### src/rtl/field_colour_ctl.sv
// Two-stage colour resolver for the minefield draw chain: layer priority, palette
// lookup through colour_pkg, and the game FSM with the frame-counted loss blink.

package colour_pkg;
    localparam logic [11:0] BLACK        = 12'h111;
    localparam logic [11:0] RED          = 12'hf00;
    localparam logic [11:0] BUTTON_BACK  = 12'hddd;
    localparam logic [11:0] BUTTON_WHITE = 12'hfff;
    localparam logic [11:0] BUTTON_GRAY  = 12'h555;
    localparam logic [11:0] NUM_1        = 12'h11b;
    localparam logic [11:0] NUM_2        = 12'h0a6;
    localparam logic [11:0] NUM_3        = 12'h555;
    localparam logic [11:0] NUM_4        = 12'h413;
    localparam logic [11:0] NUM_5        = 12'h023;
    localparam logic [11:0] NUM_6        = 12'h999;
    localparam logic [11:0] NUM_7        = 12'ha51;
    localparam logic [11:0] NUM_DEFAULT  = 12'h000;
endpackage

module field_colour_ctl #(
    parameter int unsigned BLINK_FRAMES = 30
) (
    input  logic        clk,
    input  logic        rst,
    input  logic [10:0] hcount_in,
    input  logic [10:0] vcount_in,
    input  logic        hsync_in,
    input  logic        vsync_in,
    input  logic        hblnk_in,
    input  logic        vblnk_in,
    input  logic [11:0] rgb_in,
    input  logic        button_req,
    input  logic [1:0]  button_shade,
    input  logic        num_req,
    input  logic [3:0]  num_val,
    input  logic        mine_req,
    input  logic        game_lost,
    input  logic        game_won,
    input  logic        game_restart,
    output logic [10:0] hcount_out,
    output logic [10:0] vcount_out,
    output logic        hsync_out,
    output logic        vsync_out,
    output logic        hblnk_out,
    output logic        vblnk_out,
    output logic [11:0] rgb_out,
    output logic [1:0]  game_state
);
    import colour_pkg::*;

    typedef enum logic [1:0] {PLAY = 2'd0, LOST = 2'd1, WON = 2'd2} state_e;
    typedef enum logic [1:0] {SEL_BG, SEL_BTN, SEL_NUM, SEL_MINE} sel_e;

    localparam logic [7:0] LAST_FRAME = 8'(BLINK_FRAMES - 1);

    // stage 1
    logic [10:0] hcount_d1, vcount_d1;
    logic        hsync_d1, vsync_d1, hblnk_d1, vblnk_d1;
    logic [11:0] rgb_d1;
    logic [3:0]  num_val_d1;
    logic [1:0]  shade_d1;
    sel_e        sel_d1, sel_in;
    logic        blank_d1;

    // game state and blink sequencer
    state_e      state_q, state_n;
    logic [7:0]  frame_cnt, frame_cnt_n;
    logic        blink_phase, blink_phase_n;
    logic        frame_tick;
    logic [11:0] colour;

    assign sel_in = mine_req   ? SEL_MINE :
                    num_req    ? SEL_NUM  :
                    button_req ? SEL_BTN  : SEL_BG;

    always_ff @(posedge clk) begin
        // NOTE: non-blocking assignments so every register samples pre-edge values,
        // which is what makes the two stages line up exactly.
        if (rst) begin
            hcount_d1  <= '0;
            vcount_d1  <= '0;
            hsync_d1   <= 1'b0;
            vsync_d1   <= 1'b0;
            hblnk_d1   <= 1'b0;
            vblnk_d1   <= 1'b0;
            rgb_d1     <= '0;
            num_val_d1 <= '0;
            shade_d1   <= '0;
            sel_d1     <= SEL_BG;
            blank_d1   <= 1'b0;
        end else begin
            hcount_d1  <= hcount_in;
            vcount_d1  <= vcount_in;
            hsync_d1   <= hsync_in;
            vsync_d1   <= vsync_in;
            hblnk_d1   <= hblnk_in;
            vblnk_d1   <= vblnk_in;
            rgb_d1     <= rgb_in;
            num_val_d1 <= num_val;
            shade_d1   <= button_shade;
            sel_d1     <= sel_in;
            blank_d1   <= hblnk_in | vblnk_in;
        end
    end

    // vblnk_d1 doubles as the registered copy used for frame-start detection
    assign frame_tick = vblnk_in & ~vblnk_d1;

    always_comb begin
        // NOTE: defaults first so no branch leaves a signal unassigned (no latch).
        state_n       = state_q;
        frame_cnt_n   = frame_cnt;
        blink_phase_n = blink_phase;
        case (state_q)
            PLAY: begin
                frame_cnt_n   = '0;
                blink_phase_n = 1'b0;
                if (game_restart) begin
                    state_n = PLAY;
                end else if (game_lost) begin
                    state_n       = LOST;
                    blink_phase_n = 1'b1;
                end else if (game_won) begin
                    state_n = WON;
                end
            end
            LOST: begin
                if (game_restart) begin
                    state_n       = PLAY;
                    frame_cnt_n   = '0;
                    blink_phase_n = 1'b0;
                end else if (frame_tick) begin
                    if (frame_cnt == LAST_FRAME) begin
                        frame_cnt_n   = '0;
                        blink_phase_n = ~blink_phase;
                    end else begin
                        frame_cnt_n = frame_cnt + 8'd1;
                    end
                end
            end
            WON: begin
                frame_cnt_n   = '0;
                blink_phase_n = 1'b0;
                if (game_restart) state_n = PLAY;
            end
            default: begin
                state_n       = PLAY;
                frame_cnt_n   = '0;
                blink_phase_n = 1'b0;
            end
        endcase
    end

    always_ff @(posedge clk) begin
        if (rst) begin
            state_q     <= PLAY;
            frame_cnt   <= '0;
            blink_phase <= 1'b0;
        end else begin
            state_q     <= state_n;
            frame_cnt   <= frame_cnt_n;
            blink_phase <= blink_phase_n;
        end
    end

    assign game_state = state_q;

    // blink_phase is held at 0 outside LOST, so it alone selects the mine colour
    always_comb begin
        colour = rgb_d1;
        case (sel_d1)
            SEL_MINE: colour = blink_phase ? RED : BLACK;
            SEL_NUM: begin
                case (num_val_d1)
                    4'd1:    colour = NUM_1;
                    4'd2:    colour = NUM_2;
                    4'd3:    colour = NUM_3;
                    4'd4:    colour = NUM_4;
                    4'd5:    colour = NUM_5;
                    4'd6:    colour = NUM_6;
                    4'd7:    colour = NUM_7;
                    default: colour = NUM_DEFAULT;
                endcase
            end
            SEL_BTN: begin
                case (shade_d1)
                    2'd1:    colour = BUTTON_WHITE;
                    2'd2:    colour = BUTTON_GRAY;
                    default: colour = BUTTON_BACK;
                endcase
            end
            default: colour = rgb_d1;
        endcase
        if (blank_d1) colour = 12'h000;
    end

    always_ff @(posedge clk) begin
        if (rst) begin
            hcount_out <= '0;
            vcount_out <= '0;
            hsync_out  <= 1'b0;
            vsync_out  <= 1'b0;
            hblnk_out  <= 1'b0;
            vblnk_out  <= 1'b0;
            rgb_out    <= '0;
        end else begin
            hcount_out <= hcount_d1;
            vcount_out <= vcount_d1;
            hsync_out  <= hsync_d1;
            vsync_out  <= vsync_d1;
            hblnk_out  <= hblnk_d1;
            vblnk_out  <= vblnk_d1;
            rgb_out    <= colour;
        end
    end

endmodule

### config.mk
export PLATFORM = sky130hd
export DESIGN_NAME = field_colour_ctl
export DESIGN_NICKNAME = d
export VERILOG_FILES = /design/src/rtl/field_colour_ctl.sv
export SDC_FILE = /design/constraint.sdc
export NUM_CORES = 1
export LEC_CHECK = 0
export BUFFER_PORTS_ARGS = -buffer_cell sky130_fd_sc_hd__buf_2
export CORE_AREA = 2 2 87 89
export DETAILED_ROUTE_END_ITERATION = 8
export DIE_AREA = 0 0 89 91
export PLACE_DENSITY_LB_ADDON = 0.15
export SETUP_SLACK_MARGIN = 0.3
export SLEW_MARGIN = 30
export SYNTH_ARGS = -nofsm -noshare
export SYNTH_HDL_FRONTEND = slang
export SYNTH_SLANG_ARGS = --single-unit
### constraint.sdc
create_clock -name clk -period 1.5 [get_ports clk]
set_clock_uncertainty 0.15 [all_clocks]
set_input_delay 0.3 -clock clk [delete_from_list [all_inputs] [get_ports clk]]
set_output_delay 0.3 -clock clk [all_outputs]
set_load 0.01 [all_outputs]
==> impl_results.html, run 1 <==
<table>
<tr><th>Metric</th><th>Value</th></tr>
<tr><th colspan="2">Run status</th></tr>
<tr><td>Outcome</td><td>finished, violations left</td></tr>
<tr><td>Failing checks</td><td>setup timing</td></tr>
<tr><th colspan="2">Timing</th></tr>
<tr><td>Setup WS post-layout</td><td>-0.0890 ns</td></tr>
<tr><td>Final Hold Vio Count</td><td>0</td></tr>
<tr><td>Number of setup violations in the final report</td><td>7</td></tr>
<tr><td>Achievable clock frequency</td><td>629 MHz</td></tr>
<tr><td>Crit path time final</td><td>1.59 ns</td></tr>
<tr><td>Normalized max-slew margin</td><td>77.3%</td></tr>
<tr><td>Measured slew at the worst slew-check pin</td><td>0.340 ns</td></tr>
<tr><td>Max Slew Vio Count</td><td>0</td></tr>
<tr><td>Tcrit/Tclk final</td><td>106%</td></tr>
<tr><td>Setup repair after global routing missed its margin</td><td>true</td></tr>
<tr><td>Post-route setup TNS</td><td>-0.354 ns</td></tr>
<tr><td>Final Hold Slack</td><td>0.00304 ns</td></tr>
<tr><th colspan="2">Power</th></tr>
<tr><td>Maximum vdd ir drop</td><td>0.000844 V</td></tr>
<tr><td>Sequential share of power</td><td>53.5%</td></tr>
<tr><td>Cell internal power dissipation</td><td>3.91 mW</td></tr>
<tr><td>Power density over the cells</td><td>1090 nW/um^2</td></tr>
<tr><td>Sw power</td><td>1.15 mW</td></tr>
<tr><td>Clock network power share</td><td>36.0%</td></tr>
<tr><td>Leakage power figure</td><td>2.01 nW</td></tr>
<tr><td>Switching power as a share of total power</td><td>22.7%</td></tr>
<tr><td>Post-layout power</td><td>5.06 mW</td></tr>
<tr><td>Fraction of power consumed by combinational cells</td><td>10.5%</td></tr>
<tr><th colspan="2">GRT</th></tr>
<tr><td>Aggregate global routing overflow</td><td>0</td></tr>
<tr><td>Initial antenna violation count</td><td>0</td></tr>
<tr><td>Number of global-route vias before repair</td><td>2490</td></tr>
<tr><td>Maximum number of pins on one net before global-route repair</td><td>38</td></tr>
<tr><td>First-pass GRT wire length</td><td>10600 um</td></tr>
<tr><td>Total routing usage reported by global routing</td><td>17.0%</td></tr>
<tr><th colspan="2">Drt</th></tr>
<tr><td>Detailed-routing iteration count for the pre-antenna-repair pass</td><td>4</td></tr>
<tr><td>WL per Instance</td><td>11.9 um</td></tr>
<tr><td>Drt total wl</td><td>6610 um</td></tr>
<tr><td>DRC marker count from the first detailed-route iteration</td><td>72</td></tr>
<tr><td>Via count</td><td>2552</td></tr>
<tr><td>Drc violations</td><td>0</td></tr>
<tr><td>Post-route ant nets</td><td>0</td></tr>
<tr><td>Routed vias/inst</td><td>4.59</td></tr>
<tr><th colspan="2">Clock tree</th></tr>
<tr><td>Cell at the root of the clock tree</td><td>sky130_fd_sc_hd__clkbuf_8</td></tr>
<tr><td>H-tree depth</td><td>3</td></tr>
<tr><td>Number of sinks driven by the clock tree</td><td>96</td></tr>
<tr><td>Clock transition at the register clock pins on the worst setup and hold paths after CTS</td><td>0.09 ns</td></tr>
<tr><td>TritonCTS clock tree</td><td>done</td></tr>
<tr><td>Clock buffer depth</td><td>2</td></tr>
<tr><td>Total CTS buffers</td><td>9</td></tr>
<tr><td>Clock insertion delay at the later pin of the skew report</td><td>0.35 ns</td></tr>
<tr><th colspan="2">Synth</th></tr>
<tr><td>Dominant combinational cell family by area after synthesis</td><td>simple AND/OR/NAND/NOR gates</td></tr>
<tr><td>Avg Cell Area, Syn</td><td>10.3 sq um</td></tr>
<tr><td>Syn Inst Count</td><td>310</td></tr>
<tr><td>Number of register bits inferred by synthesis</td><td>96</td></tr>
<tr><td>Async set-or-reset flop fraction in the synthesized netlist</td><td>0%</td></tr>
<tr><td>Main synth FF type</td><td>sky130_fd_sc_hd__dfxtp_1</td></tr>
<tr><td>Post-synthesis share of cell area spent on and, or, nand and nor gates</td><td>24.9%</td></tr>
<tr><td>Adder-cell share of the synthesized area</td><td>1.57%</td></tr>
<tr><td>Warning count from the yosys run</td><td>0</td></tr>
<tr><td>Synthesized-area fraction occupied by xor and xnor cells</td><td>0.823%</td></tr>
<tr><td>Complex-gate fraction of the synthesized area</td><td>9.21%</td></tr>
<tr><td>Post-Syn Area</td><td>3190 sq um</td></tr>
<tr><td>Post-synthesis net count</td><td>366</td></tr>
<tr><td>Netlist cell types</td><td>35</td></tr>
<tr><td>Sequential cell area fraction in the yosys report</td><td>60.2%</td></tr>
<tr><td>Share of synthesized area spent on multiplexers</td><td>0.627%</td></tr>
<tr><td>Number of synthesized flops with an enable pin</td><td>0</td></tr>
<tr><th colspan="2">Placed design</th></tr>
<tr><td>Worst slack after detailed placement</td><td>-0.167 ns</td></tr>
<tr><td>Weighted congestion reported at the end of routability-driven placement</td><td>0.851</td></tr>
<tr><td>Port Buffers</td><td>91</td></tr>
<tr><td>HPWL reported at the end of detailed placement</td><td>4420 um</td></tr>
<tr><th colspan="2">Setup path</th></tr>
<tr><td>Worst Path Required</td><td>1.63 ns</td></tr>
<tr><td>Crit Reg-Reg Endpoint</td><td>frame_cnt[6]$_SDFFE_PP0P_</td></tr>
<tr><td>Critical path arrival</td><td>1.72 ns</td></tr>
<tr><td>Minimum setup slack among reg-to-reg paths</td><td>-0.09 ns</td></tr>
<tr><td>Type of destination of the critical path</td><td>flop</td></tr>
<tr><td>Worst Path Class, Setup</td><td>reg -&gt; reg</td></tr>
<tr><td>Kind of start point of the critical path</td><td>flop</td></tr>
<tr><td>Reg2Reg Launch Point</td><td>frame_cnt[1]$_SDFFE_PP0P_</td></tr>
<tr><td>Worst R2R Path Depth</td><td>6</td></tr>
<tr><td>Largest fanout of any net on the critical path</td><td>4</td></tr>
<tr><th colspan="2">Final layout</th></tr>
<tr><td>Area delta synth-&gt;final</td><td>45.5%</td></tr>
<tr><td>N_diodes</td><td>0</td></tr>
<tr><td>Net total in the final layout</td><td>508</td></tr>
<tr><td>Fill cells</td><td>619</td></tr>
<tr><td>Fraction of final layout cells with drive strength greater than 1</td><td>40.7%</td></tr>
<tr><th colspan="2">Floorplanning</th></tr>
<tr><td>Effective utilization at floorplan</td><td>44.7%</td></tr>
<tr><td>Full die area</td><td>8100 sq um</td></tr>
<tr><td># IOs</td><td>92</td></tr>
<tr><td>Row count</td><td>31</td></tr>
<tr><td>Placeable core region</td><td>7140 sq um</td></tr>
<tr><td>Width of the die</td><td>89 um</td></tr>
<tr><td>Vertical die dimension</td><td>91 um</td></tr>
<tr><th colspan="2">Hold path</th></tr>
<tr><td>Min-Delay Startpoint</td><td>rgb_in[11]</td></tr>
<tr><td>Min-Delay Endpoint</td><td>rgb_d1[11]$_SDFF_PP0_</td></tr>
<tr><td>Worst hold-check path type</td><td>in -&gt; reg</td></tr>
<tr><td>Hold-critical path depth</td><td>2</td></tr>
<tr><th colspan="2">Run</th></tr>
<tr><td>Number of max-capacitance violations reported</td><td>0</td></tr>
</table>
placed cells by master (no fill, tap or decap), types with 3 or more instances in the layout:
cell type and n:
sky130_fd_sc_hd__and2_1 3, sky130_fd_sc_hd__a31oi_1 3, sky130_fd_sc_hd__inv_1 6, sky130_fd_sc_hd__buf_4 22, sky130_fd_sc_hd__buf_6 16, sky130_fd_sc_hd__nor2b_1 72, sky130_fd_sc_hd__inv_2 3, sky130_fd_sc_hd__dfxtp_2 12
sky130_fd_sc_hd__a21oi_2 6, sky130_fd_sc_hd__o21ai_1 6, sky130_fd_sc_hd__a21oi_1 14, sky130_fd_sc_hd__buf_2 82, sky130_fd_sc_hd__nand3b_1 4, sky130_fd_sc_hd__or4_1 3, sky130_fd_sc_hd__nand2_1 11, sky130_fd_sc_hd__o21ai_2 3
sky130_fd_sc_hd__dlygate4sd3_1 23, sky130_fd_sc_hd__nand3_1 6, sky130_fd_sc_hd__o21ai_0 12, sky130_fd_sc_hd__nor2_1 11, sky130_fd_sc_hd__dfxtp_4 8, sky130_fd_sc_hd__clkbuf_8 9, sky130_fd_sc_hd__dfxtp_1 76
kinds of logic after synthesis:
logic type / Yosys count
flops: 96
mux: 2
xor+xnor: 3
buf+inv: 21
fa+ha+maj: 4
compound gates: 53
simple gates: 131
worst max-delay path, cell delays in order, from the launching register on:
cell	delay, ns
sky130_fd_sc_hd__dfxtp_4	0.38
sky130_fd_sc_hd__inv_2	0.04
sky130_fd_sc_hd__ha_4	0.14
sky130_fd_sc_hd__nor4b_4	0.13
sky130_fd_sc_hd__a21o_1	0.18
sky130_fd_sc_hd__or4_1	0.41
sky130_fd_sc_hd__o21ai_1	0.09
how the worst max path moves through the flow:
stage / start / slack [ns] / end
final: frame_cnt[1]$_SDFFE_PP0P_ / -0.09 / frame_cnt[6]$_SDFFE_PP0P_
after global placement: vblnk_in / -0.06 / frame_cnt[6]$_SDFFE_PP0P_
after global routing: frame_cnt[1]$_SDFFE_PP0P_ / -0.14 / frame_cnt[5]$_SDFFE_PP0P_
after floorplan: frame_cnt[1]$_SDFFE_PP0P_ / 0.02 / frame_cnt[6]$_SDFFE_PP0P_
after detailed placement: vblnk_in / -0.17 / frame_cnt[6]$_SDFFE_PP0P_
after CTS: frame_cnt[1]$_SDFFE_PP0P_ / -0.08 / frame_cnt[6]$_SDFFE_PP0P_
flip-flops by register name (all words and copies together), names as in the netlist, 2 cells and up:
signal and cells:
sel_d1 2, rgb_d1 12, game_state 2, vcount_out 11, num_val_d1 4, shade_d1 2, vcount_d1 11, hcount_out 11
rgb_out 12, hcount_d1 11, frame_cnt 8
cell usage after synthesis, types with 3 or more instances:
| cell | count | area, sq um |
|---|---|---|
| sky130_fd_sc_hd__a21oi_1 | 20 | 100 |
| sky130_fd_sc_hd__a31oi_1 | 4 | 25.0 |
| sky130_fd_sc_hd__and2_1 | 3 | 18.8 |
| sky130_fd_sc_hd__clkbuf_1 | 11 | 41.3 |
| sky130_fd_sc_hd__dfxtp_1 | 96 | 1920 |
| sky130_fd_sc_hd__ha_1 | 4 | 50.1 |
| sky130_fd_sc_hd__inv_1 | 9 | 33.8 |
| sky130_fd_sc_hd__nand2_1 | 13 | 48.8 |
| sky130_fd_sc_hd__nand3_1 | 6 | 30.0 |
| sky130_fd_sc_hd__nand3b_1 | 4 | 30.0 |
| sky130_fd_sc_hd__nor2_1 | 13 | 48.8 |
| sky130_fd_sc_hd__nor2b_1 | 73 | 457 |
| sky130_fd_sc_hd__nor3_1 | 3 | 15.0 |
| sky130_fd_sc_hd__o21ai_0 | 21 | 105 |
| sky130_fd_sc_hd__or4_1 | 3 | 22.5 |
repair_timing:
action / 4_1_cts / 5_1_grt
pin swaps: 11 / 11
buffers inserted: 7 / 4
hold endpoints to repair: 22 / 1
gates resized for setup: 33 / 35
endpoints found under the setup margin: 62 / 63
hold buffers: 22 / 1
power groups by stage:
stage	sequential, mW	clock (mW)	combinational (mW)
floorplan	2.78	0	0.213
global placement	2.77	0	0.396
detailed placement	2.77	0	0.403
CTS	2.71	1.87	0.489
global route	2.73	1.99	0.584
finish	2.71	1.82	0.530
cell type report:
class	instances	area (sq um)	area share, %
Clock inverter	6	92.6	1.99
Inverter	9	33.8	0.727
Timing Repair Buffer	143	986	21.2
Multi-Input combinational cell	193	1310	28.3
Sequential cell	96	1970	42.3
Tap cell	99	124	2.67
Clock buffer	10	128	2.75
per-layer routing:
metal | vias up | part of all wire, % | global-route usage [%]
met2 | 66 | 52 | 29.4
li1 | 1306 | - | -
met5 | - | 0 | 0
met3 | 14 | 5.1 | 6.27
met1 | 1166 | 41 | 18.6
met4 | 0 | 2.6 | 6.47
metrics by stage:
stage	utilization [%]	instances	cell area (sq um)
floorplan	-	310	3260
global placement	54.7	506	3910
detailed placement	54.7	506	3910
CTS	63.1	551	4500
global route	65.1	556	4640
finish	65.1	556	4640
Power figures use the tool's default switching activity.
==> inputs of run 2 (changes only) <==
--- a/config.mk
+++ b/config.mk
@@ -6,9 +6,9 @@
 export NUM_CORES = 1
 export LEC_CHECK = 0
 export BUFFER_PORTS_ARGS = -buffer_cell sky130_fd_sc_hd__buf_2
-export CORE_AREA = 2 2 87 89
+export CORE_AREA = 5 5 90 92
 export DETAILED_ROUTE_END_ITERATION = 8
-export DIE_AREA = 0 0 89 91
+export DIE_AREA = 0 0 95 97
 export PLACE_DENSITY_LB_ADDON = 0.15
 export SETUP_SLACK_MARGIN = 0.3
 export SLEW_MARGIN = 30
==> impl_results.html, run 2 (synthesis results as in run 1) <==
<table>
<tr><th>Metric</th><th>Value</th></tr>
<tr><th colspan="2">Drt</th></tr>
<tr><td>Via count</td><td>2558</td></tr>
<tr><td>DRC marker count from the first detailed-route iteration</td><td>55</td></tr>
<tr><td>Post-route ant nets</td><td>0</td></tr>
<tr><td>Drc violations</td><td>0</td></tr>
<tr><td>Routed vias/inst</td><td>4.52</td></tr>
<tr><td>Detailed-routing iteration count for the pre-antenna-repair pass</td><td>4</td></tr>
<tr><td>Drt total wl</td><td>7220 um</td></tr>
<tr><td>WL per Instance</td><td>12.8 um</td></tr>
<tr><th colspan="2">Setup path</th></tr>
<tr><td>Reg2Reg Launch Point</td><td>frame_cnt[1]$_SDFFE_PP0P_</td></tr>
<tr><td>Slowest cell on the critical path</td><td>sky130_fd_sc_hd__or4_1</td></tr>
<tr><td>Stages on worst setup path</td><td>6</td></tr>
<tr><td>Crit Reg-Reg Endpoint</td><td>frame_cnt[6]$_SDFFE_PP0P_</td></tr>
<tr><td>CP max stage delay</td><td>0.40 ns</td></tr>
<tr><td>Buffers &amp; Inverters on Critical Path</td><td>1</td></tr>
<tr><td>Worst Path Class, Setup</td><td>reg -&gt; reg</td></tr>
<tr><td>Minimum setup slack among reg-to-reg paths</td><td>-0.08 ns</td></tr>
<tr><td>Critical path arrival</td><td>1.72 ns</td></tr>
<tr><td>Worst Path Required</td><td>1.64 ns</td></tr>
<tr><td>CP cell instances</td><td>inv_2 &gt; ha_4 &gt; nor4b_4 &gt; a21o_1 &gt; or4_1 &gt; o21ai_1</td></tr>
<tr><td>Cell family with the largest share of critical-path delay</td><td>simple AND/OR/NAND/NOR gates</td></tr>
<tr><td>CP endpoint</td><td>frame_cnt[6]$_SDFFE_PP0P_</td></tr>
<tr><td>Type of destination of the critical path</td><td>flop</td></tr>
<tr><td>Worst R2R Path Depth</td><td>6</td></tr>
<tr><td>Largest fanout of any net on the critical path</td><td>4</td></tr>
<tr><td>Worst setup path startpoint</td><td>frame_cnt[1]$_SDFFE_PP0P_</td></tr>
<tr><td>Kind of start point of the critical path</td><td>flop</td></tr>
<tr><th colspan="2">Final layout</th></tr>
<tr><td>Commonest non-fill, non-tap cells in the layout</td><td>sky130_fd_sc_hd__buf_2 (75), sky130_fd_sc_hd__nor2b_1 (72), sky130_fd_sc_hd__dfxtp_1 (71)</td></tr>
<tr><td>N_diodes</td><td>0</td></tr>
<tr><td>Regs by FF count</td><td>rgb_d1 x12, rgb_out x12</td></tr>
<tr><td>Fin util</td><td>67.2%</td></tr>
<tr><td>Fill cells</td><td>592</td></tr>
<tr><td>Reg area</td><td>1970 sq um</td></tr>
<tr><td>Most common cell after layout, fill and taps aside</td><td>sky130_fd_sc_hd__buf_2</td></tr>
<tr><td>Combined area of the multi-input logic cells</td><td>1330 sq um</td></tr>
<tr><td>Net total in the final layout</td><td>518</td></tr>
<tr><td>Area delta synth-&gt;final</td><td>50.1%</td></tr>
<tr><td>Fraction of final layout cells with drive strength greater than 1</td><td>41.8%</td></tr>
<tr><th colspan="2">Power</th></tr>
<tr><td>Power density over the cells</td><td>1050 nW/um^2</td></tr>
<tr><td>Maximum vdd ir drop</td><td>0.000767 V</td></tr>
<tr><td>Leakage power figure</td><td>2.07 nW</td></tr>
<tr><td>Post-layout power</td><td>5.03 mW</td></tr>
<tr><th colspan="2">Timing</th></tr>
<tr><td>Normalized max-slew margin</td><td>75.4%</td></tr>
<tr><td>Tcrit/Tclk final</td><td>105%</td></tr>
<tr><td>Final Hold Vio Count</td><td>0</td></tr>
<tr><td>Max Slew Vio Count</td><td>0</td></tr>
<tr><td>Crit path time final</td><td>1.58 ns</td></tr>
<tr><td>Number of setup violations in the final report</td><td>8</td></tr>
<tr><td>Post-route setup TNS</td><td>-0.446 ns</td></tr>
<tr><td>Setup WS post-layout</td><td>-0.0806 ns</td></tr>
<tr><td>Setup repair after global routing missed its margin</td><td>true</td></tr>
<tr><td>Achievable clock frequency</td><td>633 MHz</td></tr>
<tr><td>Measured slew at the worst slew-check pin</td><td>0.369 ns</td></tr>
<tr><th colspan="2">Clock tree</th></tr>
<tr><td>Cell at the root of the clock tree</td><td>sky130_fd_sc_hd__clkbuf_8</td></tr>
<tr><td>Clock insertion delay at the later pin of the skew report</td><td>0.35 ns</td></tr>
<tr><td>Number of sinks driven by the clock tree</td><td>96</td></tr>
<tr><td>H-tree depth</td><td>3</td></tr>
<tr><td>Clock transition at the register clock pins on the worst setup and hold paths after CTS</td><td>0.09 ns</td></tr>
<tr><td>TritonCTS clock tree</td><td>done</td></tr>
<tr><td>Total CTS buffers</td><td>9</td></tr>
<tr><td>Clock buffer depth</td><td>2</td></tr>
<tr><th colspan="2">GRT</th></tr>
<tr><td>First-pass GRT wire length</td><td>11700 um</td></tr>
<tr><td>Initial antenna violation count</td><td>0</td></tr>
<tr><td>Total routing usage reported by global routing</td><td>16.2%</td></tr>
<tr><td>Aggregate global routing overflow</td><td>0</td></tr>
<tr><td>Maximum number of pins on one net before global-route repair</td><td>40</td></tr>
<tr><td>Number of global-route vias before repair</td><td>2607</td></tr>
<tr><th colspan="2">Run status</th></tr>
<tr><td>Outcome</td><td>finished, violations left</td></tr>
<tr><td>Failing checks</td><td>setup timing</td></tr>
<tr><th colspan="2">Placed design</th></tr>
<tr><td>Port Buffers</td><td>91</td></tr>
<tr><td>Weighted congestion reported at the end of routability-driven placement</td><td>0.923</td></tr>
<tr><td>HPWL reported at the end of detailed placement</td><td>4820 um</td></tr>
<tr><th colspan="2">Floorplanning</th></tr>
<tr><td>Row count</td><td>31</td></tr>
<tr><td># IOs</td><td>92</td></tr>
<tr><td>Placeable core region</td><td>7140 sq um</td></tr>
<tr><td>Width of the die</td><td>95 um</td></tr>
<tr><td>Effective utilization at floorplan</td><td>44.7%</td></tr>
<tr><td>Vertical die dimension</td><td>97 um</td></tr>
<tr><td>Full die area</td><td>9220 sq um</td></tr>
<tr><th colspan="2">Run</th></tr>
<tr><td>Number of max-capacitance violations reported</td><td>0</td></tr>
<tr><th colspan="2">Hold path</th></tr>
<tr><td>Worst hold-check path type</td><td>in -&gt; reg</td></tr>
</table>
==> run 2: how the worst min path moves through the flow <==
stage                                   from                        end  slack, ns  depth (start not counted)
floorplan                                rst        vblnk_d1$_SDFF_PP0_       0.23                          1
global placement    hcount_d1[10]$_SDFF_PP0_  hcount_out[10]$_SDFF_PP0_       0.26                          1
detailed placement   vcount_d1[0]$_SDFF_PP0_   vcount_out[0]$_SDFF_PP0_       0.27                          1
CTS                            vcount_in[10]   vcount_d1[10]$_SDFF_PP0_     0.0006                          2
global route                      num_val[2]   num_val_d1[2]$_SDFF_PP0_     0.0006                          2
finish                         vcount_in[10]   vcount_d1[10]$_SDFF_PP0_       0.01                          2
==> run 2: worst register-to-register path: stages, from the launching register on <==
cell,delay (ns)
sky130_fd_sc_hd__dfxtp_4,0.38
sky130_fd_sc_hd__inv_2,0.04
sky130_fd_sc_hd__ha_4,0.14
sky130_fd_sc_hd__nor4b_4,0.13
sky130_fd_sc_hd__a21o_1,0.19
sky130_fd_sc_hd__or4_1,0.40
sky130_fd_sc_hd__o21ai_1,0.08
==> run 2: cell type report <==
type | count | share of cell area, %
multi-input combinational | 193 | 27.7
clock inverter | 6 | 1.57
timing repair buffer | 153 | 23.4
clock buffer | 10 | 2.87
sequential | 96 | 41.1
inverter | 9 | 0.757
tap | 99 | 2.58
==> run 2: through the flow <==
stage	cells	setup WS (ns)	cell area (sq um)	hold slack, ns
2_1_floorplan	310	0.0160	3260	0.229
3_3_place_gp	508	-0.112	3920	0.265
3_5_place_dp	508	-0.166	3920	0.270
4_1_cts	564	-0.0859	4630	0.000570
5_1_grt	566	-0.183	4790	0.000622
6_report	566	-0.0806	4790	0.00960
==> run 2: per-layer routing <==
metal	global-route usage, %	part of all wire, %	up-vias
met5	0	0	-
met4	6.22	2.0	0
met3	3.88	4.0	17
met2	29.2	55	54
met1	17.9	39	1162
li1	-	-	1325
==> run 2: timing repair <==
action / in CTS / in global routing
hold endpoints to repair: 32 / 0
buffers inserted: 8 / 2
endpoints found under the setup margin: 62 / 60
pin swaps: 16 / 13
hold buffers: 32 / 0
gates resized for setup: 41 / 45
==> run 2: where the power goes <==
group / switching, mW / total (mW) / internal, mW
Sequential: 0.0522 / 2.72 / 2.66
Clock: 0.910 / 1.75 / 0.839
Combinational: 0.239 / 0.562 / 0.323
